File: src/rtl/frame_painter_pkg.sv
// Shared definitions for frame_painter: colour constants, FSM states and pass sizing helpers.
package frame_painter_pkg;

    localparam logic [2:0] RED   = 3'b100;
    localparam logic [2:0] GREEN = 3'b010;
    localparam logic [2:0] BLACK = 3'b000;

    typedef enum logic [2:0] {
        ST_START,
        ST_LATCH,
        ST_DRAW,
        ST_WAIT,
        ST_ERASE,
        ST_DONE
    } state_t;

    function automatic int unsigned pass_len(input int unsigned box, input int unsigned pipes,
                                             input int unsigned pw, input int unsigned pl);
        return box * box + pipes * pw * pl;
    endfunction

    // Bits needed to hold the largest rectangle edge (the value itself, not just the offset).
    function automatic int unsigned dim_w(input int unsigned a, input int unsigned b,
                                          input int unsigned c);
        int unsigned m;
        m = a;
        if (b > m) m = b;
        if (c > m) m = c;
        return (m < 2) ? 1 : $clog2(m + 1);
    endfunction

endpackage

File: src/rtl/frame_painter_if.sv
// Game-logic / VGA-adapter signal bundle for frame_painter.
interface frame_painter_if #(
    parameter int unsigned NUM_PIPES = 3,
    parameter int unsigned X_W       = 9,
    parameter int unsigned Y_W       = 7
);
    logic                     key_press;
    logic                     game_pulse;
    logic                     collided;
    logic [Y_W-1:0]           box_y;
    logic [NUM_PIPES*X_W-1:0] pipe_x;
    logic [NUM_PIPES*Y_W-1:0] pipe_y;
    logic                     plot;
    logic [X_W-1:0]           x;
    logic [Y_W-1:0]           y;
    logic [2:0]               colour;
    logic                     frame_done;
    logic                     busy;

    modport master (
        output key_press, game_pulse, collided, box_y, pipe_x, pipe_y,
        input  plot, x, y, colour, frame_done, busy
    );

    modport slave (
        input  key_press, game_pulse, collided, box_y, pipe_x, pipe_y,
        output plot, x, y, colour, frame_done, busy
    );
endinterface

File: src/rtl/frame_painter_rect_walker.sv
// Rectangle offset stepper: one (dx,dy) per step, row- or column-major, wraps to 0 after last.
module rect_walker #(
    parameter int unsigned D_W = 5
) (
    input  logic           clk,
    input  logic           rst,
    input  logic           clear,
    input  logic           step,
    input  logic           col_major,
    input  logic [D_W-1:0] width,
    input  logic [D_W-1:0] height,
    output logic [D_W-1:0] dx,
    output logic [D_W-1:0] dy,
    output logic           last
);
    logic x_end, y_end;

    always_comb begin
        x_end = (dx == width - D_W'(1));
        y_end = (dy == height - D_W'(1));
        last  = x_end && y_end;
    end

    always_ff @(posedge clk or posedge rst) begin
        if (rst) begin
            dx <= '0;
            dy <= '0;
        end else if (clear) begin
            dx <= '0;
            dy <= '0;
        end else if (step) begin
            if (last) begin
                dx <= '0;
                dy <= '0;
            end else if (col_major) begin
                if (y_end) begin
                    dy <= '0;
                    dx <= dx + D_W'(1);
                end else begin
                    dy <= dy + D_W'(1);
                end
            end else begin
                if (x_end) begin
                    dx <= '0;
                    dy <= dy + D_W'(1);
                end else begin
                    dx <= dx + D_W'(1);
                end
            end
        end
    end

endmodule

File: src/rtl/frame_painter.sv
// Paints the player box and NUM_PIPES pipes each frame, waits for the game tick, then erases them.
// Build option: define FRAME_PAINTER_CLIP_EN to suppress plot for rows at or below SCREEN_H.
module frame_painter
    import frame_painter_pkg::*;
#(
    parameter int unsigned NUM_PIPES = 3,
    parameter int unsigned PIPE_LEN  = 30,
    parameter int unsigned PIPE_W    = 1,
    parameter int unsigned BOX_SIZE  = 3,
    parameter int unsigned BOX_X     = 4,
    parameter int unsigned X_W       = 9,
    parameter int unsigned Y_W       = 7,
    parameter int unsigned SCREEN_H  = 120
) (
    input logic           CLOCK_50,
    input logic           reset,
    frame_painter_if.slave bus
);
    localparam int unsigned D_W      = dim_w(BOX_SIZE, PIPE_W, PIPE_LEN);
    localparam int unsigned SEG_W    = $clog2(NUM_PIPES + 1);
    localparam int unsigned PASS_LEN = pass_len(BOX_SIZE, NUM_PIPES, PIPE_W, PIPE_LEN);
    localparam int unsigned CNT_W    = $clog2(PASS_LEN);
`ifdef FRAME_PAINTER_CLIP_EN
    localparam bit CLIP = 1'b1;
`else
    localparam bit CLIP = 1'b0;
`endif

    state_t                   state;
    logic                     tick_pending, out_last;
    logic [Y_W-1:0]           snap_box_y;
    logic [NUM_PIPES*X_W-1:0] snap_px;
    logic [NUM_PIPES*Y_W-1:0] snap_py;
    logic [SEG_W-1:0]         seg;
    logic [CNT_W-1:0]         pix_cnt;
    logic [D_W-1:0]           dx, dy, rw, rh;
    logic                     wlast, col_major, tick, consume, emit_draw, emit_erase;
    logic                     step, final_px, clear_cursor, visible;
    logic [X_W-1:0]           base_x, px;
    logic [Y_W-1:0]           base_y, py;
    logic [Y_W:0]             y_sum;
    logic [2:0]               pcol;
    int unsigned              pi;

    // The cursor (seg, dx, dy) always names the pixel registered on the next emitting edge.
    // Pixel 0 leaves on the LATCH edge, so it takes box_y live; it equals the value snapped then.
    always_comb begin
        tick         = bus.game_pulse | tick_pending;
        emit_draw    = (state == ST_LATCH) || (state == ST_DRAW && !out_last);
        consume      = tick && ((state == ST_DRAW && out_last) || state == ST_WAIT);
        emit_erase   = consume || (state == ST_ERASE && !out_last);
        step         = emit_draw || emit_erase;
        final_px     = (pix_cnt == CNT_W'(PASS_LEN - 1));
        clear_cursor = (state == ST_START);
        pi           = (seg == '0) ? 0 : 32'(seg) - 32'd1;
        if (seg == '0) begin
            col_major = 1'b0;
            rw        = D_W'(BOX_SIZE);
            rh        = D_W'(BOX_SIZE);
            base_x    = X_W'(BOX_X);
            base_y    = (state == ST_LATCH) ? bus.box_y : snap_box_y;
            pcol      = RED;
        end else begin
            col_major = 1'b1;
            rw        = D_W'(PIPE_W);
            rh        = D_W'(PIPE_LEN);
            base_x    = snap_px[pi*X_W +: X_W];
            base_y    = snap_py[pi*Y_W +: Y_W];
            pcol      = GREEN;
        end
        px      = base_x + X_W'(dx);
        y_sum   = {1'b0, base_y} + (Y_W+1)'(dy);
        py      = y_sum[Y_W-1:0];
        visible = !CLIP || (y_sum < (Y_W+1)'(SCREEN_H));
    end

    rect_walker #(.D_W(D_W)) u_walker (
        .clk       (CLOCK_50),
        .rst       (reset),
        .clear     (clear_cursor),
        .step      (step),
        .col_major (col_major),
        .width     (rw),
        .height    (rh),
        .dx        (dx),
        .dy        (dy),
        .last      (wlast)
    );

    always_ff @(posedge CLOCK_50 or posedge reset) begin
        if (reset) begin
            seg     <= '0;
            pix_cnt <= '0;
        end else if (clear_cursor) begin
            seg     <= '0;
            pix_cnt <= '0;
        end else if (step) begin
            pix_cnt <= final_px ? '0 : pix_cnt + CNT_W'(1);
            if (wlast) seg <= final_px ? '0 : seg + SEG_W'(1);
        end
    end

    always_ff @(posedge CLOCK_50 or posedge reset) begin
        if (reset) begin
            state          <= ST_START;
            bus.plot       <= 1'b0;
            bus.x          <= '0;
            bus.y          <= '0;
            bus.colour     <= BLACK;
            bus.frame_done <= 1'b0;
            bus.busy       <= 1'b0;
            tick_pending   <= 1'b0;
            out_last       <= 1'b0;
            snap_box_y     <= '0;
            snap_px        <= '0;
            snap_py        <= '0;
        end else begin
            bus.plot       <= 1'b0;
            bus.frame_done <= 1'b0;
            out_last       <= step && final_px;
            if (step) begin
                bus.plot   <= visible;
                bus.x      <= px;
                bus.y      <= py;
                bus.colour <= emit_erase ? BLACK : pcol;
            end
            if (consume)
                tick_pending <= 1'b0;
            else if (bus.game_pulse && state != ST_START)
                tick_pending <= 1'b1;

            unique case (state)
                ST_START: begin
                    bus.busy <= 1'b0;
                    if (bus.key_press) begin
                        state    <= ST_LATCH;
                        bus.busy <= 1'b1;
                    end
                end
                ST_LATCH: begin
                    snap_box_y <= bus.box_y;
                    snap_px    <= bus.pipe_x;
                    snap_py    <= bus.pipe_y;
                    state      <= ST_DRAW;
                end
                ST_DRAW: begin
                    if (out_last) begin
                        if (tick) begin
                            state <= ST_ERASE;
                        end else begin
                            state    <= ST_WAIT;
                            bus.busy <= 1'b0;
                        end
                    end
                end
                ST_WAIT: begin
                    if (tick) begin
                        state    <= ST_ERASE;
                        bus.busy <= 1'b1;
                    end
                end
                ST_ERASE: begin
                    if (out_last) begin
                        state          <= ST_DONE;
                        bus.busy       <= 1'b0;
                        bus.frame_done <= 1'b1;
                    end
                end
                ST_DONE: begin
                    if (bus.collided) begin
                        state <= ST_START;
                    end else begin
                        state    <= ST_LATCH;
                        bus.busy <= 1'b1;
                    end
                end
                default: state <= ST_START;
            endcase
        end
    end

endmodule

File: src/flat_wrapper.sv
// flat-port wrapper written by rule: the top's interface ports become plain ports
module frame_painter_flat import frame_painter_pkg::*;
#(
    parameter int unsigned NUM_PIPES = 3,
    parameter int unsigned PIPE_LEN  = 30,
    parameter int unsigned PIPE_W    = 1,
    parameter int unsigned BOX_SIZE  = 3,
    parameter int unsigned BOX_X     = 4,
    parameter int unsigned X_W       = 9,
    parameter int unsigned Y_W       = 7,
    parameter int unsigned SCREEN_H  = 120
)
  (CLOCK_50, reset, bus_key_press, bus_game_pulse, bus_collided, bus_box_y, bus_pipe_x, bus_pipe_y, bus_plot, bus_x, bus_y, bus_colour, bus_frame_done, bus_busy);
  frame_painter_if #(.NUM_PIPES(NUM_PIPES), .X_W(X_W), .Y_W(Y_W)) bus_i ();
  input logic CLOCK_50;
  input logic reset;
  input wire logic [$bits(bus_i.key_press)-1:0] bus_key_press;
  input wire logic [$bits(bus_i.game_pulse)-1:0] bus_game_pulse;
  input wire logic [$bits(bus_i.collided)-1:0] bus_collided;
  input wire logic [$bits(bus_i.box_y)-1:0] bus_box_y;
  input wire logic [$bits(bus_i.pipe_x)-1:0] bus_pipe_x;
  input wire logic [$bits(bus_i.pipe_y)-1:0] bus_pipe_y;
  output wire logic [$bits(bus_i.plot)-1:0] bus_plot;
  output wire logic [$bits(bus_i.x)-1:0] bus_x;
  output wire logic [$bits(bus_i.y)-1:0] bus_y;
  output wire logic [$bits(bus_i.colour)-1:0] bus_colour;
  output wire logic [$bits(bus_i.frame_done)-1:0] bus_frame_done;
  output wire logic [$bits(bus_i.busy)-1:0] bus_busy;
  assign bus_i.key_press = bus_key_press;
  assign bus_i.game_pulse = bus_game_pulse;
  assign bus_i.collided = bus_collided;
  assign bus_i.box_y = bus_box_y;
  assign bus_i.pipe_x = bus_pipe_x;
  assign bus_i.pipe_y = bus_pipe_y;
  assign bus_plot = bus_i.plot;
  assign bus_x = bus_i.x;
  assign bus_y = bus_i.y;
  assign bus_colour = bus_i.colour;
  assign bus_frame_done = bus_i.frame_done;
  assign bus_busy = bus_i.busy;
  frame_painter #(.NUM_PIPES(NUM_PIPES), .PIPE_LEN(PIPE_LEN), .PIPE_W(PIPE_W), .BOX_SIZE(BOX_SIZE), .BOX_X(BOX_X), .X_W(X_W), .Y_W(Y_W), .SCREEN_H(SCREEN_H)) u_core (.CLOCK_50(CLOCK_50), .reset(reset), .bus(bus_i));
endmodule
File: config.mk
export PLATFORM = sky130hd
export DESIGN_NAME = frame_painter_flat
export DESIGN_NICKNAME = d
export VERILOG_FILES = /design/src/rtl/frame_painter_pkg.sv /design/src/rtl/frame_painter_if.sv /design/src/rtl/frame_painter_rect_walker.sv /design/src/rtl/frame_painter.sv /design/src/flat_wrapper.sv
export SDC_FILE = /design/constraint.sdc
export NUM_CORES = 1
export LEC_CHECK = 0
export ABC_AREA = 1
export BUFFER_PORTS_ARGS = -buffer_cell sky130_fd_sc_hd__buf_2
export CAP_MARGIN = 40
export CORE_UTILIZATION = 57
export DETAILED_ROUTE_END_ITERATION = 12
export MAX_ROUTING_LAYER = met4
export PLACE_DENSITY = 0.78
export SYNTH_ARGS = -nofsm -noshare
export SYNTH_HDL_FRONTEND = slang
export SYNTH_SLANG_ARGS = --single-unit
File: constraint.sdc
create_clock -name CLOCK_50 -period 6.6 [get_ports CLOCK_50]
set_input_delay 0.33 -clock CLOCK_50 [delete_from_list [all_inputs] [get_ports CLOCK_50]]
set_output_delay 0.33 -clock CLOCK_50 [all_outputs]
set_load 0.01 [all_outputs]
======== Yosys cells after proc, flatten, opt, wreduce, memory -nomap -nowiden ========
Cells that the tools add are included.
word-level totals
  register bits after elaboration ......... 101
  input bits .............................. 60
  output and inout bits ................... 22
  logic and storage cells ................. 116
operators by class
  add/sub/neg operators ................... 9
  $mul .................................... 2
  equality and inequality tests ........... 15
  shift operators ......................... 2
  mux-type cells .......................... 46
  bitwise gates (word level) .............. 1
  reductions and logical operators ........ 25
operators with widths
  kind                     count
  $mux W5                  13
  $mux W7                  5
  $shiftx A21 B33 Y7       1
  $shiftx A27 B33 Y9       1
  $mul A32 B3 Y32 const B  1
  $mul A32 B4 Y32 const B  1
  $mux W32                 1
  $mux W3                  7
  $pmux W3 S6              1
  $mux W1                  12
  $add A5 B1 Y5 const B    2
  $eq A5 B5 Y1             2
  $mux W2                  5
  $add A9 B5 Y9            1
  $mux W9                  1
  $add A7 B1 Y7 const B    1
  $add A7 B5 Y7            1
  $eq A7 B7 Y1 const B     1
  $logic_and A1 B1 Y1      7
  $eq A3 B2 Y1 const B     2
  $eq A3 B3 Y1 const B     2
  $ne A2 B1 Y1 const B     3
  $ne A2 B2 Y1 const B     3
  $reduce_and A2 Y1        3
  other kinds (17)         23

======== Depth between registers and ports, before layout ========
Gate-level depths: netlist (run 1).
  depth in word-level cells ............... 9
  gate-level depth with buffers ........... 27

======== Modules after synthesis ========
A second synthesis (run 1) with hierarchy kept.
second synthesis, totals
  cells, all modules ...................... 1,093
  area total of the unflattened synthesis .. 7,323.3 um2
by module, submodules not included
  module         times used  cells an instance  area each (um2)
  frame_painter  1           924                6,333.6
  rect_walker    1           169                989.7

======== Least setup slack after synthesis (run 1) ========
Ideal clock, no wire load.
  kind .................................... register to register
  from .................................... reg u_core.seg[0]
  to ...................................... reg u_core.bus.y[6]
  arrival time ............................ 4.178 ns
  setup slack ............................. 2.357 ns
  stages on the path, launching flop included .. 26
  path through ............................ dfrtp_1 -> inv_1 -> ha_1 -> inv_2 -> nand2_4 -> buf_2 -> buf_2 -> fa_1 -> inv_1 -> ha_1 -> inv_1 -> clkbuf_1 -> a21oi_1 -> o221ai_1 -> nand2_1 -> nand2_1 -> o21ai_0 -> fa_1 -> o21ai_0 -> nand2_1 -> inv_1 -> nor2_1 -> nand3b_1 -> nand2_1 -> nand3_1 -> nand2_1
on the way
  cells in the longest elaborated chain, start to end .. 6
RTL lines
  what                                               RTL line                                  RTL
  start, declared                                    frame_painter.sv:34                       logic [SEG_W-1:0] seg;
  start signal, assigned                             frame_painter.sv:99                       if (wlast) seg <= final_px ? '0 : seg + SEG_W'(1);
  $sub A2 B1 Y3 or $logic_not A2 Y1 (tied branches)  frame_painter.sv:55, frame_painter.sv:56
  $mux W32                                           frame_painter.sv:55                       pi = (seg == '0) ? 0 : 32'(seg) - 32'd1;
  $mul A32 B3 Y32                                    frame_painter.sv:68                       base_y = snap_py[pi*Y_W +: Y_W];
  $shiftx A21 B33 Y7                                 frame_painter.sv:68
  $mux W7 (*)                                        frame_painter.sv:56                       if (seg == '0) begin
  $add A7 B5 Y7 (*)                                  frame_painter.sv:72                       y_sum = {1'b0, base_y} + (Y_W+1)'(dy);
  end signal, assigned                               frame_painter.sv:124                      bus.y <= py;
  end, declared                                      frame_painter_if.sv:27                    output plot, x, y, colour, frame_done, busy
Every way passes the cells marked *; elsewhere a longest branch is shown, timed or not.
A chain may end at the register's enable or synchronous reset.

======== Final worst setup path (run 1) ========
  from .................................... reg u_core.seg[1]
  to ...................................... reg u_core.bus.y[6]
Same word-level chain as after synthesis.

==> impl_metrics.ini, run 1 <==
[status]
status = complete, but fails checks
failed_checks = design-rule violations

[synth]
synth_area_leaders = dfrtp_1, nand2_1, nand3_1, o21ai_0, inv_1
postSynth.asyncResetShare_pct = 100
synth.cell_area_um2 = 6880
synth.ff_latch_count = 100
yosysSeqAreaShare_pct = 36.4
synth.top_cell.area_share_pct = 36.4
synthesis.area_per_instance_um2 = 6.83
synth_edf_count = 0
post_synth_inst_count = 1007
ys.warnings.count = 0
synthesis.nets = 1093
post_synth_num_cell_types = 45
synth_area_leader_cell = dfrtp_1
synthFlopType = dfrtp_1

[cts]
numCtsBuffers = 9
cts_tree = yes
cts_hold_repair.buffers = 0
cts.htree.levels = 3
cts_sinks = 100
post_cts_buffers = 0
cts_root_buf = clkbuf_16
clock_path_buffers = 2
ctsResizeCount = 0
clkLatencyLatePin_ns = 0.36
worst_setup_hold_path_clk_slew_ns = 0.07

[drt]
via_per_inst = 5.70
detail-route-antenna-nets = 0
wl_per_cell_um = 15.0
number_of_drc_violations_after_detailed_routing = 3
postRouteWirelength_um = 18000
num_vias = 6841
drtPass1Iterations = 9
drt_iter0_drc = 514

[place]
place_congestion = 1.01
hpwlAfterDp_um = 13000
port_buffers = 80
cell_area_after_placement_um2 = 7280

[flow_run]
maxCapViolations = 0

[sta]
fin_skew_ns = 0.00974
slew_violations = 0
worst_slew_pin_slew_ns = 0.782
fmax_ghz = 0.196
max_slew_margin_pct = 47.9
finalHoldViolations = 0
final.period_utilization_pct = 77.4
final_setup_violating_endpoints = 0
grt_setup_unrepaired = no
setup_tns_ns = 0
post_route_minimum_period_ns = 5.11

[critical_path]
r2r_start = u_core.seg[1]
worstPathCellList = ha_1, buf_4, inv_1, fa_1, inv_1, ha_1, inv_1, nor2_1, inv_1, o221ai_1, nand2_1, nand2_1, o21ai_0, fa_1, o21ai_0, nand2_1, inv_1, nor2_1, nand3b_1, nand2_1, nand3_1, nand2_1
critical_path.max_fanout = 17
worst_r2r_path_depth = 22
cp-end-kind = flop
timing.reg2reg.setup_slack_ns = 1.49
crit_required_ns = 6.90
timing_worst_setup_path_type = flop to flop
crit_path_top_delay_cell = ha_1
critPathLaunchType = flop
worst_flop_to_flop_path_endpoint = u_core.bus.y[6]
cp_data_arrival_time_ns = 5.41
worst_path_largest_cell_delay_ns = 0.59

[power_and_ir_drop]
powerDensity_nw_per_um2 = 555
irDropWorstVdd_mv = 0.284
cellLeakagePower_nw = 3.86

[global_routing]
grt_total_ovfl = 0
antenna_found_initial = 0
global_route_usage_over_all_layers_pct = 31.1
first_pass_grt_wire_length_um = 30000
first_global_vias = 6310
grt_max_degree = 75

[cells_and_area]
nets = 1141
area.growth.synth_to_final_pct = 10.3
fin_area_um2 = 7590
num_antenna_cells = 0
fin_util_pct = 65.6
layout.cells.most_common = nand2_1
top_library_cells_by_usage_in_the_layout_fill_and_taps_aside = nand2_1, nand3_1, dfrtp_1, o21ai_0, buf_2
ratio_of_cells_with_drive_above_1_in_the_final_layout_pct = 12.1

[floorplan]
die_height_um = 112
num_rows = 39
die_area_um2 = 12500
starting_density_of_the_core_pct = 59.5
floorplan.io_pins = 82
die_width_um = 112
core_region_area_um2 = 11600

[hold_path]
min-delay-path-class = primary input to asynchronous set/reset pin
==> stage by stage <==
step | cells | setup WS (ns) | power, mW | hold WS (ns)
6_report | 1201 | 1.49 | 4.21 | 0.00768
3_3_place_gp | 1186 | 1.75 | 3.58 | 0.400
2_1_floorplan | 1007 | 2.36 | 2.99 | 0.437
4_1_cts | 1201 | 1.57 | 4.20 | 0.0231
5_1_grt | 1201 | 0.980 | 4.61 | 0.0573
3_5_place_dp | 1187 | 1.61 | 3.61 | 0.412
==> routing by layer <==
metal / vias up / track usage (%) / part of all wire [%]
met5: - / - / 0
met4: 0 / 11.4 / 2.5
met3: 45 / 5.77 / 6.3
met2: 251 / 49.4 / 47
met1: 3146 / 39.8 / 44
li1: 3399 / - / -
==> worst max-delay path, delay by kind of cell (launching register included) <==
family	cells	cell delay, ns
simple gates	9	0.96
compound gates	3	0.61
fa+ha+maj	4	2.07
buf+inv	6	0.98
flops	1	0.42
==> power breakdown <==
group / internal, mW / switching (mW) / leakage [nW] / total [mW]
Combinational: 0.823 / 1.77 / 2.45 / 2.59
Sequential: 0.879 / 0.176 / 1.26 / 1.06
Clock: 0.339 / 0.222 / 0.149 / 0.560
==> cell families (layout without fill, tap and decap cells) <==
logic type | Yosys count | in the layout | share of synthesized area (%)
and+or+nand+nor | 582 | 582 | 36.6
AOI/OAI and AO/OA | 156 | 156 | 13.0
other | 1 | 1 | 0.0545
buffers and inverters | 138 | 189 | 8.42
xor gates and xnor gates | 4 | 4 | 0.509
DFF | 100 | 100 | 36.4
adders and majority gates | 26 | 26 | 5.06
==> cells in the mapped netlist (8+ instances only) <==
cell type  count
a21oi_1       33
ha_1          23
dfrtp_1      100
clkbuf_1      12
buf_2         26
nand3_1      138
inv_1         79
nand2_1      338
nor2_1        60
nor3_1        11
o21ai_0       82
nand4_1        8
==> how the worst max path moves through the flow <==
stage | start | depth (start not counted) | end | slack (ns)
6_report | u_core.seg[1] | 22 | u_core.bus.y[6] | 1.49
5_1_grt | u_core.seg[1] | 22 | u_core.bus.y[6] | 0.98
4_1_cts | u_core.seg[1] | 22 | u_core.bus.y[6] | 1.57
3_5_place_dp | u_core.seg[1] | 22 | u_core.bus.y[6] | 1.61
3_3_place_gp | u_core.seg[1] | 22 | u_core.bus.y[6] | 1.75
2_1_floorplan | u_core.seg[0] | 25 | u_core.bus.y[6] | 2.36
==> cell type report <==
class | count | area (um2)
Fill cell | 1089 | 3980
Sequential cell | 100 | 2500
Multi-Input combinational cell | 769 | 3800
Clock inverter | 2 | 60.1
Clock buffer | 12 | 246
Tap cell | 143 | 179
Timing Repair Buffer | 89 | 468
Inverter | 86 | 330
==> state kept, by name, indices dropped and copies added, names as in the netlist <==
signal / cells
u_core.u_walker.dx: 5
u_core.seg: 2
u_core.bus.y: 7
u_core.bus.frame_done: 1
u_core.bus.busy: 1
u_core.bus.x: 9
u_core.snap_box_y: 7
u_core.snap_py: 21
u_core.pix_cnt: 7
u_core.tick_pending: 1
u_core.state: 3
u_core.bus.plot: 1
u_core.bus.colour: 2
u_core.snap_px: 27
u_core.out_last: 1
u_core.u_walker.dy: 5
(Power assumes the default switching activity.)
==> run 2, diff against run 1 <==
--- a/config.mk
+++ b/config.mk
@@ -8,7 +8,7 @@
 export ABC_AREA = 1
 export BUFFER_PORTS_ARGS = -buffer_cell sky130_fd_sc_hd__buf_2
 export CAP_MARGIN = 40
-export CORE_UTILIZATION = 57
+export CORE_UTILIZATION = 54
 export DETAILED_ROUTE_END_ITERATION = 12
 export MAX_ROUTING_LAYER = met4
 export PLACE_DENSITY = 0.78
==> constraint.sdc (replaced) <==
create_clock -name CLOCK_50 -period 4.55 [get_ports CLOCK_50]
set_input_delay 0.2275 -clock CLOCK_50 [delete_from_list [all_inputs] [get_ports CLOCK_50]]
set_output_delay 0.2275 -clock CLOCK_50 [all_outputs]
set_load 0.01 [all_outputs]
==> run 2 against run 1 <==
The flow now finishes without violations. Via count decreased by 0.48%. Sequential share of layout area decreased by 0.66 points. Clock-buffer cell count decreased by 3. First-iteration DRC count decreased by 8.9%. Total power increased by 47%. Sequential power increased by 43%. Cell area increased by 2.0%. Register-to-register slack got worse by 1.1 ns. Global-route usage decreased by 1.9 points. Clock skew about the same. Largest power group unchanged. Highest routed layer unchanged.
==> impl_metrics.ini, run 2 (synthesis gave the netlist of run 1 again) <==
[cells_and_area]
layout_top_registers = u_core.snap_px x27, u_core.snap_py x21, u_core.bus.x x9
regArea_um2 = 2500
num_antenna_cells = 0
layout.cells.most_common = nand2_1
nets = 1154
fillerInstances = 1221
max_ffs_per_register = 27
max_flop_register = u_core.snap_px
multi_input_area_um2 = 3800
area.growth.synth_to_final_pct = 12.6
ratio_of_cells_with_drive_above_1_in_the_final_layout_pct = 13.5
fin_cells = 1241
top_library_cells_by_usage_in_the_layout_fill_and_taps_aside = nand2_1, nand3_1, dfrtp_1, o21ai_0, buf_2

[hold_path]
whs_path_cells = 3
worst_hold_endpoint = u_core.snap_py[20]
worstHoldStart = bus_pipe_y[20]
min-delay-path-class = primary input to flop

[drt]
drtPass1Iterations = 7
num_vias = 6808
postRouteWirelength_um = 17600
number_of_drc_violations_after_detailed_routing = 0
drt_iter0_drc = 468
detail-route-antenna-nets = 0
via_per_inst = 5.49
wl_per_cell_um = 14.1

[floorplan]
die_area_um2 = 13200
die_height_um = 115
floorplan.io_pins = 82
num_rows = 40
die_width_um = 115
starting_density_of_the_core_pct = 56.3
core_region_area_um2 = 12200

[global_routing]
grt_total_ovfl = 0
first_global_vias = 6299
grt_util_met1_pct = 37.5
grt.met3_usage_pct = 5.48
met2_usage_pct = 46.8
global_route.peak_usage_layer = met2
first_pass_grt_wire_length_um = 29500
antenna_found_initial = 0
grt_max_degree = 61
global_route_usage_over_all_layers_pct = 29.2

[sta]
final_setup_violating_endpoints = 0
fin_skew_ns = 0.0101
final.period_utilization_pct = 90.7
post_route_minimum_period_ns = 4.13
fmax_ghz = 0.242
hold_slack_ns = 0.0673
setup_slack_ns = 0.423
finalHoldViolations = 0
setup_tns_ns = 0
grt_setup_unrepaired = no
max_slew_margin_pct = 55.1
slew_violations = 0
worst_slew_pin_slew_ns = 0.673

[critical_path]
cp-end-kind = flop
timing.reg2reg.setup_slack_ns = 0.42
cp_data_arrival_time_ns = 4.42
worst_flop_to_flop_path_endpoint = u_core.bus.y[6]
worst_r2r_path_depth = 25
timing_worst_setup_path_type = flop to flop
critical_path.max_fanout = 10
critPathLaunchType = flop
crit_required_ns = 4.85
r2r_start = u_core.seg[1]

[status]
status = complete, no violations

[place]
dpl_worst_slack_ns = 0.462
dp.cells = 1224
hpwlAfterDp_um = 13000
place_congestion = 0.983
port_buffers = 80

[flow_run]
maxCapViolations = 0

[cts]
cts_sinks = 100
clkLatencyLatePin_ns = 0.36
cts_tree = yes
numCtsBuffers = 9
cts.htree.levels = 3
clock_path_buffers = 2
post_cts_buffers = 0
worst_setup_hold_path_clk_slew_ns = 0.07
cts_root_buf = clkbuf_16

[power_and_ir_drop]
irDropWorstVdd_mv = 0.314
cellLeakagePower_nw = 3.93
powerDensity_nw_per_um2 = 800
run 2: critical path, stage by stage (launching register included):
cell	delay (ns)
dfrtp_1	0.43
inv_1	0.10
ha_1	0.23
inv_2	0.09
nand2_4	0.06
fa_1	0.53
inv_1	0.04
ha_1	0.32
buf_4	0.18
or2_0	0.22
o211ai_1	0.08
nand3_1	0.11
nand2_1	0.08
nand2_1	0.04
o21ai_0	0.07
ha_1	0.17
inv_1	0.06
fa_1	0.43
o21ai_0	0.23
nand2_1	0.08
inv_1	0.08
nor2_1	0.06
nand3b_1	0.16
nand2_1	0.07
nand3_1	0.08
nand2_1	0.07
run 2: cell type report:
cell class / count / share of cell area, %
Clock buffer: 9 / 2.91
Clock inverter: 7 / 1.26
Inverter: 86 / 4.27
Timing Repair Buffer: 102 / 7.39
Tap cell: 168 / 2.71
Sequential cell: 100 / 32.3
Multi-Input combinational cell: 769 / 49.1
run 2: worst max path at each step:
stage                                 end  depth (start not counted)  slack, ns     startpoint
after floorplan           u_core.bus.y[6]                         25       0.31  u_core.seg[0]
after global placement    u_core.bus.y[6]                         23       0.57  u_core.seg[1]
after detailed placement  u_core.bus.y[6]                         23       0.46  u_core.seg[1]
after CTS                 u_core.bus.y[6]                         23       0.38  u_core.seg[1]
after global routing      u_core.bus.x[8]                         24       0.03  u_core.seg[0]
final                     u_core.bus.y[6]                         25       0.42  u_core.seg[1]
run 2: where the power goes:
part	leakage [nW]	internal, mW	total (mW)	switching, mW
combinational	2.52	1.28	3.83	2.55
clock	0.152	0.485	0.836	0.352
sequential	1.26	1.27	1.52	0.250
total	3.93	3.04	6.19	3.15
run 2: per-layer routing:
layer | up-vias | part of all wire (%)
met2 | 218 | 47
li1 | 3422 | -
met1 | 3129 | 46
met4 | 0 | 2.2
met3 | 39 | 5.3
met5 | - | 0
run 2: per-stage QoR:
stage                     area, um2  total power [mW]  utilization (%)
after floorplan                6880              4.34                -
after global placement         7400              5.28             60.6
after detailed placement       7400              5.33             60.6
after CTS                      7740              6.19             63.4
after global routing           7740              6.79             63.4
final                          7740              6.19             63.4
run 2: timing repair:
item                                   in CTS  in global routing
setup endpoints to repair                   0                  1
gates resized for setup                     0                  2
hold buffers                                1                  0
endpoints found under the hold margin       7                  0
==> run 3, diff against run 2 <==
--- a/config.mk
+++ b/config.mk
@@ -10,7 +10,6 @@
 export CAP_MARGIN = 40
 export CORE_UTILIZATION = 54
 export DETAILED_ROUTE_END_ITERATION = 12
-export MAX_ROUTING_LAYER = met4
 export PLACE_DENSITY = 0.78
 export SYNTH_ARGS = -nofsm -noshare
 export SYNTH_HDL_FRONTEND = slang
==> run 3 against run 2 <==
Clock skew decreased by 0.0045 ns. Global-route usage decreased by 1.0 points. Cell area decreased by 0.61%. Highest routed layer unchanged. Die area unchanged. Via count decreased by 0.88%. Total power decreased by 1.0%. Clock-buffer cell count increased by 3. Critical endpoint unchanged. Flip-flop and latch count unchanged. Fmax increased by 2.6%. Cell count decreased by 0.40%. Utilization decreased by 0.39 points. Setup slack improved by 0.10 ns.
==> impl_metrics.ini, run 3 (synthesis gave the netlist of run 1 again) <==
[sta]
grt_setup_unrepaired = no
finalHoldViolations = 0
slew_violations = 0
setup_tns_ns = 0
final_setup_violating_endpoints = 0
post_route_minimum_period_ns = 4.02
max_slew_margin_pct = 48.4
setup_slack_ns = 0.527
fmax_ghz = 0.249
worst_slew_pin_slew_ns = 0.773
fin_skew_ns = 0.00565
final.period_utilization_pct = 88.4

[drt]
postRouteWirelength_um = 17200
via_per_inst = 5.46
detail-route-antenna-nets = 0
number_of_drc_violations_after_detailed_routing = 0
drt_iter0_drc = 499
wl_per_cell_um = 13.9
drtPass1Iterations = 7
num_vias = 6748

[flow_run]
maxCapViolations = 0

[cells_and_area]
layout.cells.most_common = nand2_1
multi_input_area_um2 = 3800
layout_top_registers = u_core.snap_px x27, u_core.snap_py x21, u_core.bus.x x9
max_ffs_per_register = 27
fillerInstances = 1184
num_antenna_cells = 0
fin_cells = 1236
ratio_of_cells_with_drive_above_1_in_the_final_layout_pct = 12.9
fin_area_um2 = 7690
max_flop_register = u_core.snap_px
top_library_cells_by_usage_in_the_layout_fill_and_taps_aside = nand2_1, nand3_1, dfrtp_1, o21ai_0, buf_2
nets = 1151
regArea_um2 = 2500
area.growth.synth_to_final_pct = 11.9

[floorplan]
starting_density_of_the_core_pct = 56.3
num_rows = 40
die_height_um = 115
die_area_um2 = 13200
floorplan.io_pins = 82
die_width_um = 115
core_region_area_um2 = 12200

[cts]
clock_path_buffers = 2
worst_setup_hold_path_clk_slew_ns = 0.06
cts_root_buf = clkbuf_16
cts_hold_repair.buffers = 0
numCtsBuffers = 9
cts.htree.levels = 3
ctsResizeCount = 0
post_cts_buffers = 0
clkLatencyLatePin_ns = 0.35
cts_sinks = 100
cts_tree = yes

[place]
cell_area_after_placement_um2 = 7390
place_congestion = 0.966
dpl_worst_slack_ns = 0.542
dp.cells = 1222
hpwlAfterDp_um = 12900
port_buffers = 80

[power_and_ir_drop]
cellLeakagePower_nw = 3.91
fin_total_pwr_mw = 6.13
irDropWorstVdd_mv = 0.369
powerDensity_nw_per_um2 = 796

[global_routing]
global_route_usage_over_all_layers_pct = 28.2
grt_max_degree = 65
first_pass_grt_wire_length_um = 29300
grt_total_ovfl = 0
antenna_found_initial = 0
global_route.peak_usage_layer = met2
grt_util_met1_pct = 37.3
grt.met3_usage_pct = 4.53
met2_usage_pct = 47.5
first_global_vias = 6258

[critical_path]
timing_worst_setup_path_type = flop to flop
worst_flop_to_flop_path_endpoint = u_core.bus.y[6]
critical_path.max_fanout = 10
timing.critical_path.depth = 24
worst_path_largest_cell_delay_ns = 0.52
crit_path_top_delay_cell = fa_1
cp_data_arrival_time_ns = 4.31
r2r_start = u_core.seg[0]
critical_path.top_delay_family = adder cells
timing.reg2reg.setup_slack_ns = 0.53
worst_r2r_path_depth = 24
crit_required_ns = 4.84
cp-end-kind = flop
cp_common_cell = nand2_1
crit_buf_inv = 5
critPathLaunchType = flop
worstPathCellList = inv_1, ha_1, nand2_4, fa_1, inv_1, ha_1, buf_4, or2_0, o211ai_1, nand3_1, nand2_1, nand2_1, o21ai_0, ha_1, inv_1, fa_1, o21ai_0, nand2_1, inv_1, nor2_1, nand3b_1, nand2_1, nand3_1, nand2_1

[status]
status = complete, no violations

[hold_path]
min-delay-path-class = primary input to asynchronous set/reset pin
## run 3: cell types whose count changed in the layout (fill, tap and decap cells not counted), sizes merged
cell         change
buf              -2
clkbuf           +3
clkinv           -1
clkinvlp         -2
dlygate4sd3      -1
inv              -2
## run 3: metal layers
layer  wire length (um)  up-vias
met5                  0        -
met3                902       30
li1                   -     3418
met1               7920     3105
met4                314        0
met2               8100      195
## run 3: worst max-delay path by stage
stage | from | to | slack [ns]
floorplan | u_core.seg[0] | u_core.bus.y[6] | 0.31
global placement | u_core.seg[0] | u_core.bus.y[6] | 0.65
detailed placement | u_core.seg[0] | u_core.bus.y[6] | 0.54
CTS | u_core.seg[0] | u_core.bus.y[6] | 0.53
global route | u_core.seg[0] | u_core.bus.x[8] | 0.10
finish | u_core.seg[0] | u_core.bus.y[6] | 0.53
## run 3: area by class of cell
type / instances / share of cell area [%]
multi-input cells: 769 / 49.4
flip-flops and latches: 100 / 32.5
repair buffers: 99 / 7.06
inverters: 86 / 4.29
clock buffers: 12 / 3.20
well taps: 168 / 2.73
clock inverters: 2 / 0.780
## run 3: stage by stage
stage	util, %	hold WS [ns]
floorplan	-	0.344
global placement	60.5	0.423
detailed placement	60.5	0.429
CTS	63.0	0.0566
global route	63.0	0.0841
finish	63.0	0.0106
## run 3: where the power goes
| group | internal (mW) | switching (mW) |
|---|---|---|
| Sequential | 1.27 | 0.249 |
| Clock | 0.491 | 0.317 |
| Combinational | 1.26 | 2.54 |
| Total | 3.03 | 3.10 |
